`config.mk`:
```
export PLATFORM = sky130hd
export DESIGN_NAME = if_fetch_queue
export DESIGN_NICKNAME = d
export VERILOG_FILES = /design/src/rtl/if_fetch_queue.sv
export SDC_FILE = /design/constraint.sdc
export NUM_CORES = 1
export LEC_CHECK = 0
export ABC_AREA = 1
export CAP_MARGIN = 25
export CELL_PAD_IN_SITES_DETAIL_PLACEMENT = 1
export CELL_PAD_IN_SITES_GLOBAL_PLACEMENT = 2
export CORE_AREA = 2 2 170 172
export DETAILED_ROUTE_END_ITERATION = 8
export DIE_AREA = 0 0 172 174
export DONT_BUFFER_PORTS = 1
export GPL_ROUTABILITY_DRIVEN = 0
export PLACE_DENSITY_LB_ADDON = 0.1
export SETUP_SLACK_MARGIN = 0.05
export SLEW_MARGIN = 5
export SYNTH_ARGS = -nofsm -noshare
export SYNTH_HDL_FRONTEND = slang
export SYNTH_SLANG_ARGS = --single-unit
```
`constraint.sdc`:
```
create_clock -name clk -period 10.8 [get_ports clk]
set_input_delay 1.08 -clock clk [delete_from_list [all_inputs] [get_ports clk]]
set_output_delay 1.08 -clock clk [all_outputs]
set_load 0.01 [all_outputs]
```
`src/rtl/if_fetch_queue.sv`:
```
// Instruction-fetch stage: owns the fetch PC, drives the ROM index and
// buffers {pc, instr} pairs in a small FIFO toward decode. A redirect
// flushes the queue and restarts fetch at the word-aligned target.

`ifndef CPU_PC_SIZE
`define CPU_PC_SIZE 32
`endif
`ifndef CPU_INSTR_SIZE
`define CPU_INSTR_SIZE 32
`endif
`ifndef CPU_PC_RST_IDX
`define CPU_PC_RST_IDX 0
`endif

module if_fetch_queue #(
  parameter int unsigned        PC_LEN    = `CPU_PC_SIZE,
  parameter int unsigned        INSTR_LEN = `CPU_INSTR_SIZE,
  parameter logic [PC_LEN-1:0]  RST_PC    = PC_LEN'(`CPU_PC_RST_IDX),
  parameter int unsigned        DEPTH     = 4
) (
  input  logic                 clk,
  input  logic                 rst_n,
  input  logic                 fetch_en_i,
  output logic [PC_LEN-1:0]    rom_idx_o,
  input  logic [INSTR_LEN-1:0] rom_data_i,
  input  logic                 redirect_valid_i,
  input  logic [PC_LEN-1:0]    redirect_pc_i,
  output logic                 out_valid_o,
  input  logic                 out_ready_i,
  output logic [PC_LEN-1:0]    out_pc_o,
  output logic [INSTR_LEN-1:0] out_instr_o
);

  localparam int unsigned PTR_W = $clog2(DEPTH);
  localparam int unsigned CNT_W = PTR_W + 1;

  logic [PC_LEN-1:0]    fetch_pc_q, fetch_pc_d;
  logic [PTR_W-1:0]     rd_ptr_q, rd_ptr_d;
  logic [PTR_W-1:0]     wr_ptr_q, wr_ptr_d;
  logic [CNT_W-1:0]     count_q, count_d;
  logic [PC_LEN-1:0]    pc_mem_q    [DEPTH];
  logic [INSTR_LEN-1:0] instr_mem_q [DEPTH];

  logic full;
  logic pop;
  logic push;

  // Redirect targets are word aligned; the low bits are dropped.
  logic unused_redirect_lsbs;
  assign unused_redirect_lsbs = ^redirect_pc_i[1:0];

  // Handshake decode: a push into a full queue needs a same-cycle pop.
  always_comb begin
    full = (count_q == CNT_W'(DEPTH));
    pop  = out_valid_o & out_ready_i;
    push = fetch_en_i & ~redirect_valid_i & (~full | pop);
  end

  // Next-state for PC, pointers and occupancy; redirect wins over all.
  always_comb begin
    fetch_pc_d = fetch_pc_q;
    rd_ptr_d   = rd_ptr_q;
    wr_ptr_d   = wr_ptr_q;
    count_d    = count_q;
    if (redirect_valid_i) begin
      fetch_pc_d = {redirect_pc_i[PC_LEN-1:2], 2'b00};
      rd_ptr_d   = '0;
      wr_ptr_d   = '0;
      count_d    = '0;
    end else begin
      if (push) begin
        wr_ptr_d   = wr_ptr_q + PTR_W'(1);
        fetch_pc_d = fetch_pc_q + PC_LEN'(4);
      end
      if (pop) begin
        rd_ptr_d = rd_ptr_q + PTR_W'(1);
      end
      count_d = count_q + CNT_W'(push) - CNT_W'(pop);
    end
  end

  // Control state registers with synchronous active-low reset.
  always_ff @(posedge clk) begin
    if (!rst_n) begin
      fetch_pc_q <= RST_PC;
      rd_ptr_q   <= '0;
      wr_ptr_q   <= '0;
      count_q    <= '0;
    end else begin
      fetch_pc_q <= fetch_pc_d;
      rd_ptr_q   <= rd_ptr_d;
      wr_ptr_q   <= wr_ptr_d;
      count_q    <= count_d;
    end
  end

  // Entry storage; contents are only observable while count is non-zero.
  always_ff @(posedge clk) begin
    if (push) begin
      pc_mem_q[wr_ptr_q]    <= fetch_pc_q;
      instr_mem_q[wr_ptr_q] <= rom_data_i;
    end
  end

  // Outputs decoded from registered state; head fields zeroed when empty.
  always_comb begin
    rom_idx_o   = fetch_pc_q;
    out_valid_o = (count_q != '0);
    out_pc_o    = '0;
    out_instr_o = '0;
    if (out_valid_o) begin
      out_pc_o    = pc_mem_q[rd_ptr_q];
      out_instr_o = instr_mem_q[rd_ptr_q];
    end
  end

endmodule

```
* Yosys cells after proc, flatten, opt, wreduce, memory -nomap -nowiden
Memory sizes are Yosys's and may differ from the RTL's. A register that Yosys moved wholly into a read port is not among the register bits.
Index checks and enable logic that the tools add are counted.
** Operators by class
- Add/sub/neg operators :: 5
- Equality and inequality tests :: 1
- Muxes and demuxes :: 10
- Bitwise logic cells :: 7
- Reduce and logical (&&, ||, !) cells :: 3
** Operators by type and width (count)
- $mux W32 :: 4
- $add A32 B3 Y32 const B :: 1
- $mux W2 :: 4
- $add A2 B1 Y2 const B :: 2
- $add A3 B1 Y3 :: 1
- $and A1 B1 Y1 :: 3
- $eq A3 B3 Y1 const B :: 1
- $not A1 Y1 :: 3
- $reduce_bool A3 Y1 :: 1
- $sub A3 B1 Y3 :: 1
- $mux W1 :: 2
- $reduce_bool A2 Y1 :: 1
- $reduce_or A2 Y1 :: 1
- $or A1 B1 Y1 :: 1
** Storage, ports and cells
- Flip-flop bits (word level) :: 39
- Memory bits (writable) :: 256
- Bits of input ports :: 69
- Output and inout bits :: 97
- Logic and storage cells :: 33
- Memories kept :: 2
** Memory list
- instr_mem_q :: depth 4, width 32, read ports 1, clocked after memory_dff 1, write ports 1, RTL line 42 : logic [INSTR_LEN-1:0] instr_mem_q [DEPTH];
- pc_mem_q :: depth 4, width 32, read ports 1, clocked after memory_dff 1, write ports 1, RTL line 41 : logic [PC_LEN-1:0] pc_mem_q [DEPTH];

* Longest topological paths before layout
Gate-level depths: netlist of run 1.
- Word-level depth :: 6
- Depth in mapped cells :: 11
- Gate-level depth less buffers :: 11

* Worst setup path before layout of run 1
OpenSTA, ideal clock, no wires.
- Kind :: in2reg
- From :: input port redirect_valid_i
- To :: memory instr_mem_q[0][0] (netlist bit) (enable)
- Setup time :: 482 ps
- Arrival time :: 4065 ps
- Slack :: 6253 ps
- Stages :: 3
- Buffers on the path :: 0
- Path through :: clkinv_1 nand3_2 nor2_1
** On the way
- Longest elaborated chain between the ends :: 5
** Ends and longest elaborated chain
- start: declaration :: RTL line 26 : input logic redirect_valid_i,
- $not A1 Y1 :: RTL line 56 : push = fetch_en_i & ~redirect_valid_i & (~full | pop);
- $and A1 B1 Y1 (2 in series) :: RTL line 56
- $mux W1 :: RTL line 99 : if (push) begin
- $mux W1 (not written as such) :: RTL line 101 : instr_mem_q[wr_ptr_q] <= rom_data_i;
- end: declaration :: RTL line 42
Every way passes these cells.

==> results of run 1 <==
[cell families (layout without fill, tap and decap cells)]
| kind of cell | Yosys count | after routing | share of synthesized area, % |
|---|---|---|---|
| AOI/OAI and AO/OA | 253 | 253 | 10.8 |
| xor gates and xnor gates | 8 | 8 | 0.575 |
| adders and majority gates | 8 | 8 | 0.883 |
| buffers and inverters | 137 | 145 | 4.76 |
| DFF | 287 | 287 | 67.6 |
| other | 1 | 4 | 0.0308 |
| and+or+nand+nor | 468 | 468 | 15.4 |
[registers in the layout, indices dropped and copies added, names as in the netlist, named ones only]
signal	count
pc_mem_q	120
rd_ptr_q	2
wr_ptr_q	2
count_q	3
rom_idx_o	30
instr_mem_q	128
[report_power, final]
group          internal [mW]  switching (mW)  total [mW]  leakage [nW]
logic                 0.0306          0.0925       0.123          1.57
registers               1.23          0.0322        1.27          2.58
clock network          0.598           0.420        1.02         0.485
[metal layers]
layer	vias up	wire, um	share of wire [%]	track usage, %
li1	3912	-	-	-
met4	0	539	1.7	4.59
met2	169	15300	49	36.3
met3	34	1980	6.4	4.60
met1	3992	13300	43	26.5
met5	-	0	0	0
[metrics by stage]
stage | setup WS, ns | instance area (sq um)
6_report | 6.56 | 13500
4_1_cts | 6.42 | 13500
2_1_floorplan | 6.25 | 12200
3_3_place_gp | 7.07 | 12500
5_1_grt | 6.25 | 13500
3_5_place_dp | 7.01 | 12500
[cell type report]
type,count,area share (%)
inverters,78,2.20
flip-flops and latches,287,61.0
clock inverters,18,1.05
multi-input cells,741,25.3
repair buffers,10,0.557
well taps,384,3.56
clock buffers,39,6.27
[cell usage after synthesis, drive strengths merged, types with 4 or more instances]
cell type / count / share of area, %
xnor2: 4 / 0.29
dfxtp: 39 / 6.4
nand2: 124 / 4.0
buf: 24 / 1.3
ha: 7 / 0.72
xor2: 4 / 0.29
inv: 76 / 2.4
o21ai: 157 / 6.7
nor2: 306 / 9.7
clkbuf: 35 / 1.1
nand3: 33 / 1.4
edfxtp: 248 / 61
a21oi: 91 / 3.8
[final timing paths]
kind              cells after the start           end  slack (ns)
setup / recovery                      4  out_pc_o[22]        6.56
hold / removal                        2      register        0.46
setup reg to reg                     10    count_q[2]        7.90
hold reg to reg                       2      register        0.46
[worst max-delay path: cells and delay by family, from the launching register on]
kind / cells / cell delay (ns)
flip-flops: 1 / 0.75
buffers and inverters: 2 / 1.31
AO/OA/AOI/OAI: 2 / 0.51
==> impl_metrics.csv, run 1 <==
group,metric,value,unit
run_status,status,"completed",
final_layout,drive_above_1_share,8.01,%
detailed_routing,initialDrtViolationCount,385,
power,power_density,178,mW/mm^2
final_layout,antennaDiodeCount,0,
critical_path,crit_path_end_kind,"output pin",
placement,place_inst,1500,
synth,synth_edf_count,248,
detailed_routing,wire_per_inst,20.0,um
final_layout,area_growth,10.7,%
sta,hold_viol_final,0,
final_layout,final_nets,1226,
global_route,grt_usage,20.8,%
floorplan,die_area,0.0299,sq mm
global_route,grt_antenna_before_repair,0,
clock_tree,cts_setup_buffers,0,
synth,yosys.cell_types.count,36,
sta,fin_setup_tns,0,ns
detailed_routing,via_count,8107,
clock_tree,tritoncts,"done",
floorplan,die_w,172,um
power,vdd_drop_max,125,uV
synth,yosysSeqAreaShare,67.6,%
sta,grt_setup_unrepaired,"no",
placement,numPortBuffers,0,
critical_path,path_cells,"clkinv_2 -> buf_4 -> o21ai_0 -> a21oi_1",
detailed_routing,drt_pass1_iterations,4,
floorplan,fp-row-count,62,
global_route,grt_max_degree,77,
clock_tree,clock_sinks,287,
sta,period_needed,4.24,ns
synth,netlist_instances,1162,
detailed_routing,drt_wl_total,31.1,mm
clock_tree,cts_buffers,31,
sta,period_share,39.2,%
final_layout,regArea,0.00823,sq mm
final_layout,multi_input_area,0.00341,sq mm
final_layout,final_common_cell,"nor2_1",
clock_tree,cts.path.max_buffers,3,
run,cap_violations,0,
final_layout,fill_cells,3128,
synth,avgSynthCellArea,10.5,sq um
clock_tree,h-tree-depth,1,
global_route,grt_pass1_vias,8398,
synth,synth_ff_type,"edfxtp_1",
floorplan,coreArea,0.0282,sq mm
sta,skew,0.0201,ns
clock_tree,clkLatencyLatePin,0.55,ns
power,totalPowerFinal,2.41,mW
detailed_routing,route.detailed.drc,0,
global_route,overflow,0,
final_layout,layout_common_cells,"nor2_1, edfxtp_1, o21ai_0, nand2_1, a21oi_1",
critical_path,critPathMaxFanout,76,
final_layout,fin_cells,1557,
synth,synth-async-reset-ratio,0,%
critical_path,slowest_delay,0.75,ns
critical_path,slowest_stage,"dfxtp_4",
sta,setup_viol_count_final,0,
synth,syn-cell-area,0.0122,sq mm
sta,report.final.slew_viol_count,0,
critical_path,regToRegStartpoint,"count_q[2]",
sta,hold_slack,0.464,ns
placement,dp_hpwl,17.7,mm
detailed_routing,vias_per_cell,5.21,
floorplan,start_util,43.1,%
clock_tree,cts.hold.buffers_added,0,
power,leakage,4.63,nW
critical_path,critPathRequiredTime,9.72,ns
sta,worst_pin_slew,0.996,ns
sta,slew_headroom,33.6,%
critical_path,crit_type,"register to output pin",
critical_path,cp-start-kind,"register",
floorplan,num_io_pins,166,
synth,yosysWarnings,0,
global_route,grt_pass1_wl,47.7,mm
critical_path,worst-endpoint-arrival,3.16,ns
floorplan,die_h,174,um
final_layout,fin_util,47.8,%
synth,synth-seq-cells,287,
clock_tree,ctsResizeCount,0,
min_path,hp-start,"rd_ptr_q[1]",
min_path,hold_class,"register to register",
clock_tree,clock-root-buffer,"clkbuf_16",
clock_tree,path_clk_slew,0.06,ns
sta,fmax,0.236,GHz
detailed_routing,ant_nets,0,
Note: power is estimated with default switching activity, not from simulation.
==> run 2, diff against run 1 <==
CORE_AREA = 2 2 185 187   (was 2 2 170 172)
DIE_AREA = 0 0 187 189   (was 0 0 172 174)
clock period = 3.5 ns   (was 10.8 ns; I/O delays follow)
==> impl_metrics.csv, run 2 (same netlist as run 1, synthesis figures left out) <==
group,metric,value,unit
final_layout,layout_common_cells,"nor2_1, edfxtp_1, o21ai_0, nand2_1, a21oi_1",
sta,setup_viol_count_final,0,
detailed_routing,drt_wl_total,32.7,mm
power,vdd_drop_max,358,uV
final_layout,largest_register,"instr_mem_q",
sta,period_needed,2.60,ns
sta,grt_setup_unrepaired,"no",
critical_path,crit_type,"register to output pin",
detailed_routing,drt_pass1_iterations,4,
sta,period_share,74.2,%
power,leakage,4.83,nW
clock_tree,h-tree-depth,1,
floorplan,die_w,187,um
detailed_routing,route.detailed.drc,0,
floorplan,coreArea,0.0333,sq mm
run,cap_violations,0,
detailed_routing,vias_per_cell,4.95,
critical_path,critPathRequiredTime,3.15,ns
final_layout,finish.instance_area,0.0141,sq mm
global_route,grt_usage,18.7,%
clock_tree,clock-root-buffer,"clkbuf_16",
power,power_density,532,mW/mm^2
floorplan,start_util,36.6,%
detailed_routing,ant_nets,0,
clock_tree,cts.hold.buffers_added,40,
sta,hold_viol_final,0,
sta,skew,0.0122,ns
power,totalPowerFinal,7.47,mW
sta,report.final.slew_viol_count,0,
clock_tree,path_clk_slew,0.06,ns
clock_tree,ctsResizeCount,0,
global_route,grt_pass1_wl,51.4,mm
floorplan,die_h,189,um
global_route,grt_antenna_before_repair,0,
final_layout,area_growth,15.4,%
final_layout,final_common_cell,"nor2_1",
clock_tree,cts.path.max_buffers,3,
clock_tree,cts_buffers,31,
detailed_routing,via_count,8260,
final_layout,antennaDiodeCount,0,
detailed_routing,initialDrtViolationCount,408,
critical_path,worst-endpoint-arrival,2.25,ns
global_route,grt_max_degree,125,
placement,placed_cell_area,0.0127,sq mm
final_layout,fill_cells,3644,
critical_path,cp-start-kind,"register",
floorplan,fp-row-count,67,
run_status,status,"completed",
sta,worst_pin_slew,0.967,ns
critical_path,critPathMaxFanout,63,
floorplan,die_area,0.0353,sq mm
placement,numPortBuffers,0,
clock_tree,tritoncts,"done",
clock_tree,clkLatencyLatePin,0.55,ns
min_path,hold_class,"primary input to register",
global_route,grt_pass1_vias,8738,
final_layout,largest_reg_flops,128,
floorplan,num_io_pins,166,
final_layout,drive_above_1_share,8.03,%
final_layout,final_nets,1274,
sta,slew_headroom,35.5,%
placement,dp_hpwl,19.6,mm
global_route,overflow,0,
sta,fmax,0.385,GHz
clock_tree,clock_sinks,287,
detailed_routing,wire_per_inst,19.6,um
critical_path,crit_path_end_kind,"output pin",
clock_tree,cts_setup_buffers,0,
-- run 2: cell types whose count changed in the layout (fill, tap and decap cells not counted) --
| cell | previous run | this run |
|---|---|---|
| dlygate4sd3_1 | 0 | 40 |
| buf_12 | 0 | 3 |
| clkinv_2 | 8 | 5 |
| clkbuf_1 | 4 | 13 |
| clkinv_1 | 8 | 3 |
| clkbuf_8 | 4 | 3 |
| buf_4 | 10 | 15 |
-- run 2: report_power, final --
part,internal (mW),switching [mW]
combinational,0.132,0.323
sequential,3.80,0.0932
clock,1.84,1.28
-- run 2: worst paths after layout --
check / from / to / slack (ns) / cells after the start
setup reg to reg: count_q[1] / count_q[2] / 1.24 / 9
setup / recovery: count_q[2] / out_pc_o[14] / 0.90 / 3
hold reg to reg: rd_ptr_q[1] / register / 0.46 / 2
hold / removal: redirect_pc_i[11] / rom_idx_o[11] / 0.03 / 2
-- run 2: critical path, stage by stage, from the launching register on --
cell and delay [ns]:
dfxtp_1 0.36, nor3_4 0.20, buf_4 0.66, a21oi_1 0.32
-- run 2: final cells by class --
| class | instances | area, sq um | area share [%] |
|---|---|---|---|
| Clock buffer | 47 | 866 | 6.16 |
| Clock inverter | 10 | 108 | 0.766 |
| Inverter | 78 | 297 | 2.11 |
| Multi-Input combinational cell | 741 | 3410 | 24.3 |
| Sequential cell | 287 | 8230 | 58.6 |
| Tap cell | 448 | 561 | 3.99 |
| Timing Repair Buffer | 58 | 573 | 4.08 |
-- run 2: metrics by stage --
step	hold WS (ns)	std cells	setup TNS, ns	setup slack [ns]	util, %
after global routing	0.0235	1669	0	0.811	42.2
after detailed placement	0.449	1572	0	1.16	38.1
final	0.0292	1669	0	0.904	42.2
after CTS	0.00176	1669	0	0.871	42.2
after floorplan	0.436	1165	-102.21	-0.412	-
after global placement	0.449	1572	0	1.17	38.1
-- run 2: per-layer routing --
metal | part of all wire [%] | global-route usage (%)
met2 | 49 | 32.7
met1 | 45 | 24.4
met5 | 0 | 0
met3 | 4.2 | 3.37
met4 | 1.6 | 4.06
==> run 3, diff against run 2 <==
CORE_AREA = 2 2 176 178   (was 2 2 185 187)
DIE_AREA = 0 0 178 180   (was 0 0 187 189)
clock period = 2.5 ns   (was 3.5 ns; I/O delays follow)
==> impl_metrics.csv, run 3 (same netlist as run 1, synthesis figures left out) <==
group,metric,value,unit
run_status,status,"completed",
detailed_routing,wl_met1,14.0,mm
clock_tree,h-tree-depth,1,
placement,numPortBuffers,0,
sta,period_needed,2.29,ns
critical_path,critPathRequiredTime,2.25,ns
run,cap_violations,0,
final_layout,fill_cells,3270,
final_layout,drive_above_1_share,8.99,%
power,power_density,713,mW/mm^2
detailed_routing,drt_pass1_iterations,5,
clock_tree,tritoncts,"done",
power,power.switching,2.36,mW
sta,skew,0.0116,ns
sta,grt_setup_unrepaired,"no",
floorplan,start_util,40.3,%
final_layout,layout_common_cells,"nor2_1, edfxtp_1, o21ai_0, nand2_1, a21oi_1",
final_layout,antennaDiodeCount,0,
clock_tree,clock-root-buffer,"clkbuf_16",
critical_path,critPathMaxFanout,90,
critical_path,worst-endpoint-arrival,2.04,ns
power,seqPwrFrac,53.0,%
detailed_routing,via_count,8442,
detailed_routing,initialDrtViolationCount,404,
clock_tree,clkLatencyLatePin,0.54,ns
power,p_sw_share,23.1,%
final_layout,fin_cells,1653,
power,totalPowerFinal,10.2,mW
power,vdd_drop_max,480,uV
sta,setup_viol_count_final,0,
final_layout,area_growth,17.9,%
final_layout,largest_register,"instr_mem_q",
power,power.internal,7.88,mW
detailed_routing,routed.top_layer,"met4",
placement,pre_cts_slack,0.373,ns
final_layout,final_common_cell,"nor2_1",
global_route,grt_usage,20.1,%
global_route,grt_pass1_vias,8772,
sta,hold_viol_final,0,
clock_tree,cts.path.max_buffers,3,
floorplan,num_io_pins,166,
detailed_routing,routed-wl-met3,1.59,mm
global_route,grt_max_degree,91,
detailed_routing,ant_nets,0,
critical_path,cp-start-kind,"register",
sta,report.final.slew_viol_count,0,
floorplan,die_w,178,um
power,leakage,5.00,nW
detailed_routing,wire_per_inst,19.4,um
clock_tree,path_clk_slew,0.06,ns
placement,place_inst,1529,
detailed_routing,drt_wl_total,32.2,mm
sta,fin_ws,0.206,ns
sta,fmax,0.436,GHz
floorplan,die_h,180,um
global_route,grt_antenna_before_repair,0,
detailed_routing,wl_met2,16.2,mm
clock_tree,clock_sinks,287,
placement,placed_cell_area,0.0127,sq mm
final_layout,final_nets,1310,
final_layout,largest_reg_flops,128,
placement,dp_hpwl,18.4,mm
floorplan,die_area,0.0320,sq mm
sta,period_share,91.8,%
power,comb_power_share,7.0,%
min_path,hold_class,"primary input to register",
final_layout,finish.instance_area,0.0144,sq mm
sta,slew_headroom,41.2,%
global_route,overflow,0,
detailed_routing,route.detailed.drc,0,
clock_tree,cts_buffers,30,
floorplan,coreArea,0.0302,sq mm
power,clkPwrFrac,40.0,%
floorplan,fp-row-count,64,
critical_path,crit_type,"register to output pin",
detailed_routing,vias_per_cell,5.11,
global_route,grt_pass1_wl,49.9,mm
sta,worst_pin_slew,0.882,ns
critical_path,crit_path_end_kind,"output pin",
run 3: cell types whose count changed in the layout (fill, tap and decap cells not counted), moves of 2 or more:
cell	change
buf_12	+4
clkinv_2	+5
buf_6	+3
a21oi_1	-4
clkbuf_1	-3
a21oi_2	+4
bufinv_16	-2
buf_4	+2
dlygate4sd3_1	+26
clkinv_1	+2
run 3: final timing paths:
| path | from | end | slack, ns | cells past startpoint |
|---|---|---|---|---|
| setup / recovery | register | out_pc_o[14] | 0.21 | 4 |
| hold / removal | redirect_valid_i | rom_idx_o[10] | 0.04 | 3 |
| setup reg to reg | count_q[1] | rom_idx_o[6] | 0.27 | 10 |
| hold reg to reg | rd_ptr_q[1] | register | 0.46 | 2 |
run 3: per-layer routing:
layer,vias up,GRT usage [%]
met1,4150,25.7
met3,29,3.83
met2,172,35.4
li1,4091,-
met5,-,0
met4,0,3.70
run 3: through the flow:
step                setup TNS, ns  util (%)  hold slack, ns
finish                          0      47.6          0.0437
global route                    0      47.6          0.0442
CTS                             0      47.4          0.0206
detailed placement              0      42.2           0.349
global placement                0      42.2           0.349
floorplan                 -100.01         -           0.348
run 3: power by group through the flow:
stage	Clock, mW	Sequential, mW	Combinational, mW
finish	4.10	5.43	0.721
global route	4.39	5.44	0.810
CTS	4.20	5.43	0.729
detailed placement	0	5.54	0.608
global placement	0	5.53	0.599
floorplan	0	5.51	0.416
run 3: critical path, cell delays in order, from the launching register on:
cell and delay (ns):
dfxtp_4 0.43, clkinv_2 0.10, buf_12 0.29, o21ai_0 0.15, a21oi_1 0.46
run 3: final cells by class:
type | count | area, sq um | share of cell area (%)
sequential | 287 | 8230 | 57.3
multi-input combinational | 741 | 3430 | 23.9
timing repair buffer | 95 | 1000 | 6.99
clock buffer | 43 | 841 | 5.85
tap | 396 | 495 | 3.45
inverter | 78 | 297 | 2.06
clock inverter | 13 | 63.8 | 0.444
run 3: what timing repair did:
action | 4_1_cts | 5_1_grt
setup buffers | 0 | 1
resized for setup | 7 | 1
endpoints found under the setup margin | 16 | 19
hold buffers | 66 | 0
cloned | 0 | 0
hold endpoints to repair | 163 | 0
